==> src/rtl/riscv_pkg.sv <==
// Shared types and widths for the RISC-V front end.
// Fetch entries carry the PC alongside the fetched word.
package riscv_pkg;

  localparam int XLEN        = 32;
  localparam int INSTR_BYTES = 4;

  typedef struct packed {
    logic [XLEN-1:0] pc;
    logic [XLEN-1:0] instr;
  } fetch_entry_t;

endpackage

==> src/rtl/fetch_fifo.sv <==
// Small synchronous FIFO of fetch entries.
// Flush empties it and rewinds both pointers in one cycle.
module fetch_fifo
  import riscv_pkg::*;
#(
  parameter int DEPTH = 2
) (
  input  logic                     clk,
  input  logic                     rst_n,
  input  logic                     push_i,
  input  logic                     pop_i,
  input  logic                     flush_i,
  input  fetch_entry_t             wdata_i,
  output fetch_entry_t             rdata_o,
  output logic [$clog2(DEPTH):0]   count_o,
  output logic                     full_o,
  output logic                     empty_o
);

  localparam int AW = $clog2(DEPTH);
  localparam int CW = AW + 1;

  fetch_entry_t  mem_q [DEPTH];
  logic [AW-1:0] wptr_q, wptr_d;
  logic [AW-1:0] rptr_q, rptr_d;
  logic [CW-1:0] cnt_q, cnt_d;

  always_comb begin
    wptr_d = wptr_q;
    rptr_d = rptr_q;
    cnt_d  = cnt_q;
    if (flush_i) begin
      wptr_d = '0;
      rptr_d = '0;
      cnt_d  = '0;
    end else begin
      if (push_i) wptr_d = wptr_q + AW'(1);
      if (pop_i)  rptr_d = rptr_q + AW'(1);
      unique case ({push_i, pop_i})
        2'b10:   cnt_d = cnt_q + CW'(1);
        2'b01:   cnt_d = cnt_q - CW'(1);
        default: cnt_d = cnt_q;
      endcase
    end
  end

  always_ff @(posedge clk or negedge rst_n) begin
    if (!rst_n) begin
      wptr_q <= '0;
      rptr_q <= '0;
      cnt_q  <= '0;
    end else begin
      wptr_q <= wptr_d;
      rptr_q <= rptr_d;
      cnt_q  <= cnt_d;
    end
  end

  always_ff @(posedge clk) begin
    if (push_i && !flush_i) mem_q[wptr_q] <= wdata_i;
  end

  assign rdata_o = mem_q[rptr_q];
  assign count_o = cnt_q;
  assign full_o  = (cnt_q == CW'(DEPTH));
  assign empty_o = (cnt_q == '0);

endmodule

==> src/rtl/fetch_unit.sv <==
// Instruction fetch stage: PC register, imem address and fetch queue.
// Decode sees only registered queue entries, never imem_rdata directly.
module fetch_unit
  import riscv_pkg::*;
#(
  parameter logic [31:0] RESET_PC   = 32'h0000_0000,
  parameter int          FIFO_DEPTH = 2
) (
  input  logic        clk,
  input  logic        reset_n,
  output logic [31:0] imem_addr,
  input  logic [31:0] imem_rdata,
  input  logic        redirect_valid,
  input  logic [31:0] redirect_pc,
  output logic        if_valid,
  input  logic        if_ready,
  output logic [31:0] if_instr,
  output logic [31:0] if_pc,
  output logic [31:0] if_pc_plus4
);

  localparam logic [XLEN-1:0] PC_RST = {RESET_PC[31:2], 2'b00};

  logic [XLEN-1:0] pc_q, pc_d;
  logic            push, pop;
  logic            full, empty;
  logic [$clog2(FIFO_DEPTH):0] count_unused;
  fetch_entry_t    wr_ent, head;

  assign pop    = if_valid & if_ready;
  assign push   = !redirect_valid & (!full | pop);
  assign wr_ent = '{pc: pc_q, instr: imem_rdata};

  always_comb begin
    pc_d = pc_q;
    unique case (1'b1)
      redirect_valid: pc_d = {redirect_pc[31:2], 2'b00};
      push:           pc_d = pc_q + XLEN'(INSTR_BYTES);
      default:        pc_d = pc_q;
    endcase
  end

  always_ff @(posedge clk or negedge reset_n) begin
    if (!reset_n) pc_q <= PC_RST;
    else          pc_q <= pc_d;
  end

  fetch_fifo #(
    .DEPTH (FIFO_DEPTH)
  ) u_fifo (
    .clk     (clk),
    .rst_n   (reset_n),
    .push_i  (push),
    .pop_i   (pop),
    .flush_i (redirect_valid),
    .wdata_i (wr_ent),
    .rdata_o (head),
    .count_o (count_unused),
    .full_o  (full),
    .empty_o (empty)
  );

  // Head fields read as zero when empty so reset shows pc=0, pc+4=4.
  assign imem_addr   = pc_q;
  assign if_valid    = !empty;
  assign if_instr    = empty ? '0 : head.instr;
  assign if_pc       = empty ? '0 : head.pc;
  assign if_pc_plus4 = if_pc + XLEN'(INSTR_BYTES);

endmodule

==> config.mk <==
export PLATFORM = sky130hd
export DESIGN_NAME = fetch_unit
export DESIGN_NICKNAME = d
export VERILOG_FILES = /design/src/rtl/riscv_pkg.sv /design/src/rtl/fetch_fifo.sv /design/src/rtl/fetch_unit.sv
export SDC_FILE = /design/constraint.sdc
export NUM_CORES = 1
export LEC_CHECK = 0
export CAP_MARGIN = 20
export CORE_MARGIN = 1.5
export CORE_UTILIZATION = 50
export CTS_CLUSTER_DIAMETER = 50
export DETAILED_ROUTE_END_ITERATION = 16
export HOLD_SLACK_MARGIN = 0.15
export PLACE_DENSITY = 0.81
export SLEW_MARGIN = 20
export SYNTH_ARGS = -nofsm -noshare
export SYNTH_HDL_FRONTEND = slang
export SYNTH_HIERARCHICAL = 1
export SYNTH_SLANG_ARGS = --single-unit
==> constraint.sdc <==
create_clock -name clk -period 8.53 [get_ports clk]
set_clock_uncertainty 0.1 [all_clocks]
set_input_delay 1.706 -clock clk [delete_from_list [all_inputs] [get_ports clk]]
set_output_delay 1.706 -clock clk [all_outputs]
set_load 0.02 [all_outputs]
==> results.tsv, run 1 <==
stage	metric	value	unit
global_route	largest net degree at the start of global routing	65	
timing	max-slew violation count	0	
worst_hold_path	worst min-delay path startpoint	imem_addr[31]$_DFFE_PN0P_	
critical_path	worst r2r src	u_fifo/count_o[0]$_DFFE_PN0P_	
routing	Detail Route Antenna Nets	0	
cts	CTS H-tree lvls	4	
yosys	Main synth FF type	edfxtp_1	
cts	Worst-path clk slew	0.06	ns
timing	final hold vios	0	
cts	Bufs on Longest Clock Path	2	
global_route	initial antenna violation count	0	
cts	post-cts gate resize count	0	
floorplanning	die width	130	um
floorplanning	Row Count	46	
worst_hold_path	Hold WC Path Type	reg -> reg	
yosys	YS warnings	6	
yosys	Netlist cell types	61	
critical_path	crit-path max FO	35	
critical_path	slowest stage cell on the critical path	dfrtp_4	
pwr	P_leak	3.83	nW
routing	vias	5779	
cts	Root Buffer	clkbuf_16	
critical_path	CP top delay family	buffers and inverters	
status	status	finished, final reports clean	
critical_path	R2R depth	5	
critical_path	Worst setup EP type	primary output	
placement	# port buffers	192	
finish	area occupied by multi-input gates	0.00319	mm2
finish	Register Area	0.00470	mm2
timing	post-route minimum period	5.97	ns
floorplanning	die height	130	um
yosys	sequential share of the synthesized area	0.579	
global_route	grt ovf	0	
global_route	vias in the first global route	5462	
pwr	final total power	2.65	mW
yosys	Syn Inst Count	626	
yosys	Mapped Area	0.00810	mm2
cts	Clk Latency, worst-skew pair	0.42	ns
timing	unrepaired setup endpoints after global routing	false	
finish	n_diodes	0	
critical_path	Worst path depth	7	
finish	Fill cells	1105	
critical_path	Setup crit start kind	flip-flop	
floorplanning	die area	0.0170	mm2
worst_hold_path	hold path depth	0	
yosys	Post-synth EDFFs	128	
placement	gpl congestion	0.866	
finish	layout cells sized above 1	0.144	
global_route	overall global routing resource usage	0.219	
pwr	pwr dens	247	mW/mm2
timing	Worst-Margin Slew	0.879	ns
routing	drt pass-1 iters	5	
routing	number of remaining DRC errors	0	
cts	postcts setup bufs	0	
timing	final count of negative-setup-slack endpoints	0	
yosys	Async S/R FF share, synth	0.210	
timing	max_slew headroom	0.414	
critical_path	crit-path cells	buf_4, mux2_4, nor2b_1, nand4_1, nor4_1, xor2_1, clkdlybuf4s50_1	
routing	vias per cell	5.56	
cts	cts hold-fix bufs	0	
routing	DR WL/cell	17.9	um
finish	Area growth syn-to-layout	32.5	%
critical_path	CP arrival	4.16	ns
critical_path	WP data required	6.72	ns
critical_path	max incr delay on CP	0.80	ns
critical_path	Crit. Startpoint	u_fifo/rptr_q$_DFFE_PN0P_	
cts	Clock Sinks	162	
floorplanning	core region area	0.0159	mm2
routing	routed wire length	18.6	mm
pwr	maximum VDD drop	0.151	mV
critical_path	Setup CP Type	reg -> out	
timing	Final TNS setup	0	ns
finish	NumNets Final	881	
cts	TritonCTS buffer count	17	
floorplanning	# IOs	197	
yosys	mean post-synth cell area	12.9	um2
placement	HPWL after DPL	12.9	mm
global_route	first-pass GRT wire length	28.2	mm
routing	iteration-0 DRC count of the detailed router	283	
timing	Tcrit/Tclk final	0.699	
floorplanning	Initial Util	0.510	
yosys	Yosys reg bits	162	
cts	CTS tree	yes	
timing	maximum clock rate	168	MHz
flow_run	Max-cap violations	0	
critical_path	critical path buffer and inverter count	2	
-- final cells by class --
cell class	instances	share of cell area
Multi-Input combinational cell	418	0.297
Clock buffer	21	0.0429
Tap cell	216	0.0252
Clock inverter	11	0.00967
Inverter	13	0.00454
Timing Repair Buffer	199	0.183
Sequential cell	162	0.438
-- stage by stage --
| step | worst slack, ns | hold WS, ns | util | instances | instance area, um2 |
|---|---|---|---|---|---|
| 6_report | 2.56 | 0.434 | 0.676 | 1040 | 10700 |
| 5_1_grt | 2.28 | 0.449 | 0.676 | 1040 | 10700 |
| 4_1_cts | 2.53 | 0.430 | 0.676 | 1040 | 10700 |
| 3_5_place_dp | 3.00 | 0.432 | 0.640 | 1008 | 10200 |
| 3_3_place_gp | 2.81 | 0.413 | 0.640 | 1008 | 10200 |
| 2_1_floorplan | 0.681 | 0.417 | - | 631 | 8120 |
-- report_power, final --
group	total, mW	leakage [nW]	internal, mW	switching [mW]
sequential	0.996	1.57	0.927	0.0687
combinational	0.937	1.98	0.452	0.485
clock	0.721	0.274	0.418	0.303
-- cells in the final DEF (no fill, tap or decap), drive strengths merged, types with 9 or more instances in the layout --
cell,count
nand4,26
nor2,28
clkdlybuf4s50,191
xor2,18
dfrtp,34
xnor2,21
clkbuf,21
nor4,11
mux2,64
inv,15
and2,9
nand2,36
o21ai,15
nor2b,68
edfxtp,128
nand3,18
-- routing by layer --
metal,GRT usage,up-vias,part of all wire
met2,0.362,283,0.48
met3,0.0549,36,0.080
met5,0,-,0
li1,-,2696,-
met4,0.0869,0,0.020
met1,0.278,2764,0.42
-- synthesized netlist by cell type (3+ instances only) --
library cell | count | area share
buf_6 | 7 | 0.0097
and3b_1 | 3 | 0.0032
a311o_1 | 3 | 0.0037
a31oi_1 | 8 | 0.0062
or3_2 | 3 | 0.0028
mux2_2 | 14 | 0.019
and4b_1 | 5 | 0.0062
and3_1 | 5 | 0.0039
o21ai_0 | 14 | 0.0086
xor2_1 | 18 | 0.019
a21oi_1 | 6 | 0.0037
nand4_1 | 25 | 0.019
nor4_1 | 11 | 0.0085
nor2_1 | 28 | 0.013
o31ai_1 | 6 | 0.0056
clkbuf_1 | 22 | 0.010
nor2b_1 | 68 | 0.052
or4_1 | 6 | 0.0056
o211ai_1 | 3 | 0.0028
and2_1 | 9 | 0.0069
edfxtp_1 | 128 | 0.47
nand2_1 | 36 | 0.017
nand3_1 | 18 | 0.011
mux2_4 | 50 | 0.093
and4_1 | 3 | 0.0032
buf_4 | 4 | 0.0037
nor3_1 | 8 | 0.0049
o31a_1 | 3 | 0.0032
dfrtp_1 | 34 | 0.10
xnor2_1 | 21 | 0.023
buf_2 | 3 | 0.0019
inv_1 | 13 | 0.0060
-- registers in the layout, indices dropped and copies added (netlist names) --
name and flops:
u_fifo/count_o 2, imem_addr 30, u_fifo/wptr_q 1, u_fifo/rptr_q 1, u_fifo/mem_q 128
-- worst paths after layout --
path | to | slack [ns]
setup / recovery | if_pc_plus4[31] | 2.56
min in group asynchronous | imem_addr[29]$_DFFE_PN0P_ | 1.59
hold / removal | u_fifo/mem_q[1][63]$_DFFE_PP_ | 0.43
max in group asynchronous | u_fifo/rptr_q$_DFFE_PN0P_ | 6.38
setup reg to reg | u_fifo/mem_q[1][2]$_DFFE_PP_ | 5.68
hold reg to reg | u_fifo/mem_q[1][63]$_DFFE_PP_ | 0.43
-- cell families after synthesis --
family          after synthesis  share of synthesized area
xor+xnor                     39                     0.0421
simple gates                247                      0.178
fa+ha+maj                     2                    0.00309
other cells                   1                   0.000463
buf+inv                      51                     0.0324
compound gates               59                     0.0510
mux                          65                      0.113
flops                       162                      0.579
No activity file was read; power rests on OpenSTA's default activity.
==> inputs of run 2 (changes only) <==
- CORE_UTILIZATION: 50 -> 45
- PLACE_DENSITY: 0.81 -> 0.77
- clock period: 8.53 -> 5.4 ns (I/O delays scaled with it)
==> run 2 against run 1 <==
Effect of this change:
- sequential share of layout area fell by 0.39 points
- clock-buffer cell count did not move
- largest power group unchanged
- core utilization fell by 5.4 points
- via count fell by 0.31%
- critical endpoint is now if_pc_plus4[24]
- non-clock buffer count rose by 3
==> results.tsv, run 2 (same netlist as run 1, synthesis figures left out) <==
stage	metric	value	unit	change
floorplanning	# IOs	197		unchanged
pwr	pwr dens	399	mW/mm2	+61%
critical_path	Setup crit start kind	flip-flop		
finish	NumNets Final	884		+0.34%
timing	final count of negative-setup-slack endpoints	0		unchanged
critical_path	Worst setup EP type	primary output		
worst_hold_path	worst min-delay path startpoint	imem_addr[31]$_DFFE_PN0P_		
cts	postcts setup bufs	0		unchanged
critical_path	critical path buffer and inverter count	2		unchanged
timing	post-route minimum period	4.61	ns	
flow_run	Max-cap violations	0		unchanged
cts	CTS H-tree lvls	4		unchanged
timing	max_slew headroom	0.390		-0.0242
cts	post-cts gate resize count	0		unchanged
placement	gpl congestion	0.900		+3.9%
worst_hold_path	hold path depth	0		unchanged
cts	TritonCTS buffer count	17		unchanged
critical_path	R2R depth	6		+1
finish	Largest Register	u_fifo/mem_q		
global_route	overall global routing resource usage	0.201		-0.0177
finish	Largest register FFs	128		unchanged
critical_path	reg-to-reg setup timing slack	2.45	ns	-3.23 ns
critical_path	crit-path max FO	27		-23%
timing	max-slew violation count	0		unchanged
critical_path	reg2reg end	u_fifo/mem_q[1][25]$_DFFE_PP_		
finish	most frequent cells in the layout	clkdlybuf4s50_1, edfxtp_1, nor2b_1		
critical_path	crit-path cells	buf_4, mux2_2, nor2b_1, and4_1, nand4_1, xnor2_1, clkdlybuf4s50_1		
floorplanning	core region area	0.0174	mm2	+9.6%
finish	Fill cells	1306		+18%
routing	vias per cell	5.48		-1.4%
global_route	first-pass GRT wire length	29.0	mm	+2.9%
critical_path	WP data required	4.22	ns	-2.50 ns
floorplanning	die width	137	um	+5.3%
timing	Tcrit/Tclk final	0.854		
routing	WL met2	9.02	mm	about the same
placement	HPWL after DPL	13.3	mm	+2.7%
worst_hold_path	Hold Path End	u_fifo/mem_q[1][63]$_DFFE_PP_		
routing	drt pass-1 iters	6		+1
status	status	finished, final reports clean		
routing	DR WL/cell	17.8	um	-0.43%
critical_path	CP top delay family	buffers and inverters		
floorplanning	Initial Util	0.465		-0.0449
pwr	P_leak	3.88	nW	+1.2%
routing	Routed met1 length	7.82	mm	+0.86%
pwr	maximum VDD drop	0.238	mV	+58%
timing	Final TNS setup	0	ns	unchanged
cts	Bufs on Longest Clock Path	2		unchanged
timing	maximum clock rate	217	MHz	
finish	Register Area	0.00470	mm2	unchanged
timing	Worst-Margin Slew	0.915	ns	+0.0362 ns
critical_path	Setup CP Type	reg -> out		
cts	cts hold-fix bufs	0		unchanged
routing	uppermost layer routed	met4		
cts	Clock Sinks	162		unchanged
routing	vias	5761		-0.31%
worst_hold_path	Hold WC Path Type	reg -> reg		
critical_path	worst r2r src	u_fifo/count_o[0]$_DFFE_PN0P_		
cts	Clk Latency, worst-skew pair	0.42	ns	about the same
placement	# port buffers	192		unchanged
routing	iteration-0 DRC count of the detailed router	363		+28%
finish	Area growth syn-to-layout	33.7	%	
floorplanning	die height	137	um	+5.3%
global_route	initial antenna violation count	0		unchanged
critical_path	max incr delay on CP	0.66	ns	-0.14 ns
cts	CTS tree	yes		
routing	routed wire length	18.8	mm	+0.72%
critical_path	CP arrival	3.43	ns	-0.73 ns
finish	layout cells sized above 1	0.145		+0.000685
finish	post-route cell area	0.0108	mm2	+0.90%
cts	Root Buffer	clkbuf_16		
floorplanning	die area	0.0188	mm2	+11%
routing	Detail Route Antenna Nets	0		unchanged
timing	unrepaired setup endpoints after global routing	false		
global_route	grt ovf	0		unchanged
cts	Worst-path clk slew	0.06	ns	about the same
routing	number of remaining DRC errors	0		unchanged
finish	area occupied by multi-input gates	0.00319	mm2	unchanged
finish	commonest non-fill, non-tap cell in the layout	clkdlybuf4s50_1		
critical_path	slowest stage cell on the critical path	clkdlybuf4s50_1		
floorplanning	Row Count	48		+4.3%
routing	met3 wire len	1.46	mm	-1.5%
global_route	vias in the first global route	5628		+3.0%
placement	dpl cell area	0.0102	mm2	+0.33%
finish	n_diodes	0		unchanged
timing	final hold vios	0		unchanged
global_route	largest net degree at the start of global routing	65		unchanged
==> run 2: worst max path at each step <==
stage	start	to	slack, ns	cells past startpoint
finish	u_fifo/rptr_q$_DFFE_PN0P_	if_pc_plus4[24]	0.79	7
global route	u_fifo/rptr_q$_DFFE_PN0P_	if_pc_plus4[24]	0.57	7
CTS	u_fifo/rptr_q$_DFFE_PN0P_	if_pc_plus4[24]	0.74	7
detailed placement	u_fifo/rptr_q$_DFFE_PN0P_	if_pc_plus4[24]	1.21	7
global placement	u_fifo/rptr_q$_DFFE_PN0P_	if_pc_plus4[24]	1.24	7
floorplan	redirect_valid	u_fifo/mem_q[0][0]$_DFFE_PP_	0.46	4
==> run 2: where the power goes <==
group          switching (mW)  internal, mW
Sequential             0.0940          1.46
Combinational           0.784         0.721
Clock                   0.464         0.790
==> run 2: final cells by class <==
class,instances,share of cell area
inverters,13,0.00450
repair buffers,202,0.184
well taps,225,0.0260
multi-input cells,418,0.294
clock buffers,21,0.0416
flip-flops and latches,162,0.434
clock inverters,11,0.0163
==> run 2: per-stage QoR <==
stage                     power, mW  instances  setup WS, ns  hold WS [ns]  utilization
after global placement         3.06       1020          1.24         0.421        0.586
after CTS                      4.35       1052         0.738         0.435        0.622
after global routing           4.50       1052         0.572         0.453        0.622
final                          4.32       1052         0.791         0.437        0.622
after floorplan                2.46        631         0.457         0.435            -
after detailed placement       3.09       1020          1.21         0.423        0.586
==> run 2: layer usage <==
| metal | vias to the layer above | GRT usage |
|---|---|---|
| met5 | - | 0 |
| met4 | 0 | 0.0854 |
| met3 | 40 | 0.0419 |
| met2 | 298 | 0.329 |
| met1 | 2730 | 0.262 |
| li1 | 2693 | - |
==> inputs of run 3 (changes only) <==
- CTS_CLUSTER_SIZE: default -> 16
==> results of run 3 <==
Same layout as run 2: the final DEF is identical, and so are final timing and power.
